`src/rtl/rr_one_hot_arbiter.sv`:
```
// rr_one_hot_arbiter: round-robin arbiter that drives the one-hot select of a
// one_hot_mux. The registered grant is held until the downstream valid/ready
// handshake accepts it. If the winner withdraws its request first, the grant
// is revoked.
// Optional feature: define RR_ARB_BURST_EN to let a winner keep the grant for
// up to MAX_BURST consecutive accepts while it still requests.
module rr_one_hot_arbiter #(
  parameter int NUM_REQ   = 4,
  parameter int MAX_BURST = 4
) (
  input  logic               clk,
  input  logic               rst_n,
  input  logic [NUM_REQ-1:0] req,
  output logic [NUM_REQ-1:0] grant,
  output logic               grant_valid,
  input  logic               grant_ready
);

  localparam int PTR_W = (NUM_REQ > 1) ? $clog2(NUM_REQ) : 1;

  localparam logic [0:0] S_IDLE  = 1'b0;
  localparam logic [0:0] S_GRANT = 1'b1;

  logic [0:0]       state;
  logic [PTR_W-1:0] ptr;       // highest-priority requester
  logic [PTR_W-1:0] win_idx;   // index of the bit set in grant
  logic [PTR_W-1:0] rot_ptr;   // pointer just past the current winner
  logic [PTR_W-1:0] srch_ptr;  // start point for this cycle's search
  logic [PTR_W-1:0] pick_idx;
  logic             pick_any;
  logic             req_win;
  logic             accept;
  logic             revoke;

`ifdef RR_ARB_BURST_EN
  localparam int CNT_W = $clog2(MAX_BURST) + 1;
  logic [CNT_W-1:0] burst_cnt;
  logic             burst_keep;
`endif

  assign grant_valid = |grant;
  assign req_win     = req[win_idx];
  assign accept      = (state == S_GRANT) & grant_ready;
  assign revoke      = (state == S_GRANT) & ~grant_ready & ~req_win;

  // Pointer past the winner, wrapping at NUM_REQ-1; used for re-arbitration on accept
  always_comb begin
    rot_ptr  = (win_idx == PTR_W'(NUM_REQ - 1)) ? '0 : win_idx + PTR_W'(1);
    srch_ptr = (state == S_GRANT) ? rot_ptr : ptr;
  end

  // Circular priority search starting at srch_ptr; scanning from the far end
  // lets the nearest requester overwrite the result last
  always_comb begin
    int idx;
    pick_any = 1'b0;
    pick_idx = '0;
    idx      = 0;
    for (int k = NUM_REQ - 1; k >= 0; k--) begin
      idx = int'(srch_ptr) + k;
      if (idx >= NUM_REQ) idx = idx - NUM_REQ;
      if (req[PTR_W'(idx)]) begin
        pick_any = 1'b1;
        pick_idx = PTR_W'(idx);
      end
    end
  end

`ifdef RR_ARB_BURST_EN
  // Keep the same winner while it still requests and has burst budget left
  always_comb burst_keep = req_win && (burst_cnt < CNT_W'(MAX_BURST - 1));
`endif

  // Grant FSM: register the winner, hold until accept, rotate or revoke
  always_ff @(posedge clk or negedge rst_n) begin
    if (!rst_n) begin
      state   <= S_IDLE;
      grant   <= '0;
      win_idx <= '0;
      ptr     <= '0;
`ifdef RR_ARB_BURST_EN
      burst_cnt <= '0;
`endif
    end else begin
      case (state)
        S_IDLE: begin
`ifdef RR_ARB_BURST_EN
          burst_cnt <= '0;
`endif
          if (pick_any) begin
            grant   <= NUM_REQ'(1) << pick_idx;
            win_idx <= pick_idx;
            state   <= S_GRANT;
          end
        end
        default: begin
          if (accept) begin
`ifdef RR_ARB_BURST_EN
            if (burst_keep) begin
              burst_cnt <= burst_cnt + CNT_W'(1);
            end else begin
              burst_cnt <= '0;
`else
            begin
`endif
              ptr <= rot_ptr;
              if (pick_any) begin
                grant   <= NUM_REQ'(1) << pick_idx;
                win_idx <= pick_idx;
              end else begin
                grant <= '0;
                state <= S_IDLE;
              end
            end
          end else if (revoke) begin
            // Winner withdrew before acceptance: one-cycle bubble, ptr kept
            grant <= '0;
            state <= S_IDLE;
`ifdef RR_ARB_BURST_EN
            burst_cnt <= '0;
`endif
          end
        end
      endcase
    end
  end

endmodule
```
`config.mk`:
```
export PLATFORM = sky130hd
export DESIGN_NAME = rr_one_hot_arbiter
export DESIGN_NICKNAME = d
export VERILOG_FILES = /design/src/rtl/rr_one_hot_arbiter.sv
export SDC_FILE = /design/constraint.sdc
export NUM_CORES = 1
export LEC_CHECK = 0
export BUFFER_PORTS_ARGS = -buffer_cell sky130_fd_sc_hd__buf_2
export CAP_MARGIN = 20
export CORE_UTILIZATION = 25
export DETAILED_ROUTE_END_ITERATION = 7
export HOLD_SLACK_MARGIN = 0.03
export PLACE_DENSITY = 0.5
export SLEW_MARGIN = 20
export SYNTH_ARGS = -nofsm -noshare
export SYNTH_HDL_FRONTEND = slang
export SYNTH_SLANG_ARGS = --single-unit
export TNS_END_PERCENT = 1
```
`constraint.sdc`:
```
create_clock -name clk -period 2.1 [get_ports clk]
set_input_delay 0.315 -clock clk [delete_from_list [all_inputs] [get_ports clk]]
set_output_delay 0.315 -clock clk [all_outputs]
set_load 0.005 [all_outputs]
```
==> out/qor.yml <==
ys_seq_area_frac: 0.4196
slew_viol_final: 0
post_cts_resized: 0
worstMarginPinSlew_ns: 0.4443
die_area_um2: 2336
relSlewSlack: 0.7007
htree_levels: 1
hpwl_um: 921.9
first_iter_violations: 2
r2r_start: "win_idx[1]"
finalNetCount: 79
mostFrequentLayoutCells: "11 x buf_2, 9 x dfrtp_1, 7 x nand2_1, 4 x nor2_1"
cts.reportedPaths.clkPinSlew_ns: 0.06
multiInputGateArea_um2: 311.5
root_buffer: "clkbuf_4"
port_buffers: 11
overflow: 0
cap_viol_max_count: 0
worstSetupStartpointType: "flip-flop"
finalClockSkew_ns: 0.004467
clkSinkCount: 9
core_area_um2: 1982
grt_pass1_vias: 435
yosys.area.top_type_share: 0.4196
num_vias: 448
synthTopCellsByArea: "dfrtp_1 42%, mux2_2 6.3%, nand2_1 4.9%"
synth_nets: 60
vias_per_cell: 4.619
cp.arrival_ns: 2.05
hold_slack_ns: 0.3763
grt_pass1_wl_um: 1980
clk-insertion-delay-late_ns: 0.26
pwr_density_cell_nw_per_um2: 1392
start_util: 0.2708
yosys.area.top_type: "dfrtp_1"
wire_per_inst_um: 11.90
post-route-period-util: 0.8898
cp-end-kind: "flip-flop"
critPathLaunch: "win_idx[1]"
worstSetupPathType: "flip-flop to flip-flop"
syn_avg_cell_area_um2: 10.32
yosysWarnings: 0
grt_max_degree: 10
final_common_cell: "buf_2"
setup_tns_ns: 0
drc: 0
status: "completed"
fillerInstances: 213
postRouteWirelength_um: 1154
synth.cell_area_um2: 536.8
leakage_nw: 0.3111
required_ns: 2.29
yosys_register_bits: 9
period_needed_ns: 1.869
clock_path_buffers: 2
vdd_drop_max_mv: 0.3918
io_pins: 12
finalSetupViolations: 0
syn_inst: 52
numCtsBuffers: 3
hold_class: "input port to flip-flop"
drive_gt1_frac: 0.3714
cp_max_fo: 3
rsz0062_at_grt: "no"
area_growth_pct: 26.11
tritoncts: "yes"
die_w_um: 48.34
grt_usage: 0.1146
antenna_cells: 0
ff_latch_area_um2: 225.2
final-hold-violation-count: 0
antenna_found_initial: 0
ys_types: 26
fmax_mhz: 535.2
gp_congestion: 0.7067
final_util: 0.3415
first_pass_iters: 3
dieHeight_um: 48.34
final_antenna_net_count: 0
rows: 16
worstHoldStart: "grant_ready"
-- power by group --
part           internal, mW  switching, mW
sequential            0.249         0.0587
combinational         0.265          0.234
clock                0.0734         0.0625
total                 0.587          0.355
-- per-layer routing --
layer | part of all wire | up-vias | track usage | routed length (µm)
met4 | 0.036 | 0 | 0.08824 | 42
met2 | 0.42 | 7 | 0.1526 | 479
li1 | - | 234 | - | -
met3 | 0.032 | 5 | 0.03145 | 37
met1 | 0.52 | 202 | 0.1546 | 595
met5 | 0 | - | 0 | 0
-- final timing paths --
| path | to | slack [ns] | cells past startpoint |
|---|---|---|---|
| max | grant[1] | 0.23 | 6 |
| min | ptr[0] | 0.38 | 3 |
| max reg2reg | grant[1] | 0.23 | 6 |
| min reg2reg | ptr[0] | 0.51 | 2 |
| max in group asynchronous | grant[2] | 1.49 | 2 |
| min in group asynchronous | ptr[0] | 0.43 | 2 |
-- timing repair --
item,CTS,global route
endpoints found under the hold margin,9,0
buffers inserted,0,0
hold buffers,1,0
endpoints found under the setup margin,0,0
-- cell usage after synthesis, drive strengths merged --
cell     instances
or3b             1
nand2b           1
o31ai            1
o21ai            4
or4              1
nand4            2
a21o             1
a211oi           1
mux2i            2
nand2            7
ha               1
nor2b            2
mux2             3
a31oi            1
and2b            2
mux4             1
and2             1
nor2             4
or3              1
a22o             2
dfrtp            9
o2111ai          1
a21oi            2
nor4             1
-- area by class of cell --
type                            count  area share
Sequential cell                     9      0.3327
Timing Repair Buffer               14      0.1183
Tap cell                           27     0.04991
Clock buffer                        4     0.03882
Multi-Input combinational cell     43      0.4603
-- state kept, by name (all words and copies together) (netlist names) --
register,cells
win_idx,2
state,1
grant,4
ptr,2
-- worst max-delay path, cell delays in order, from the launching register on --
cell	delay, ns
dfrtp_1	0.40
ha_1	0.31
mux2i_1	0.22
mux2i_1	0.21
o2111ai_1	0.15
or3_4	0.36
o21ai_1	0.13
-- kinds of logic after synthesis --
group,count (synthesis),share of synthesized area
AO/OA/AOI/OAI,13,0.1585
AND/OR/NAND/NOR,23,0.2564
adder cells (fa/ha/maj),1,0.02331
flip-flops,9,0.4196
multiplexers,6,0.1422
-- stage by stage --
step / total power [mW] / std cells / area [µm²] / setup slack [ns]
5_1_grt: 1.024 / 97 / 676.9 / 0.1098
3_3_place_gp: 0.8064 / 92 / 640.6 / 0.2498
6_report: 0.9421 / 97 / 676.9 / 0.2315
2_1_floorplan: 0.6640 / 52 / 536.8 / 0.3296
4_1_cts: 0.9506 / 97 / 676.9 / 0.2280
3_5_place_dp: 0.8076 / 92 / 640.6 / 0.2435
No activity file was read; power rests on OpenSTA's default activity.
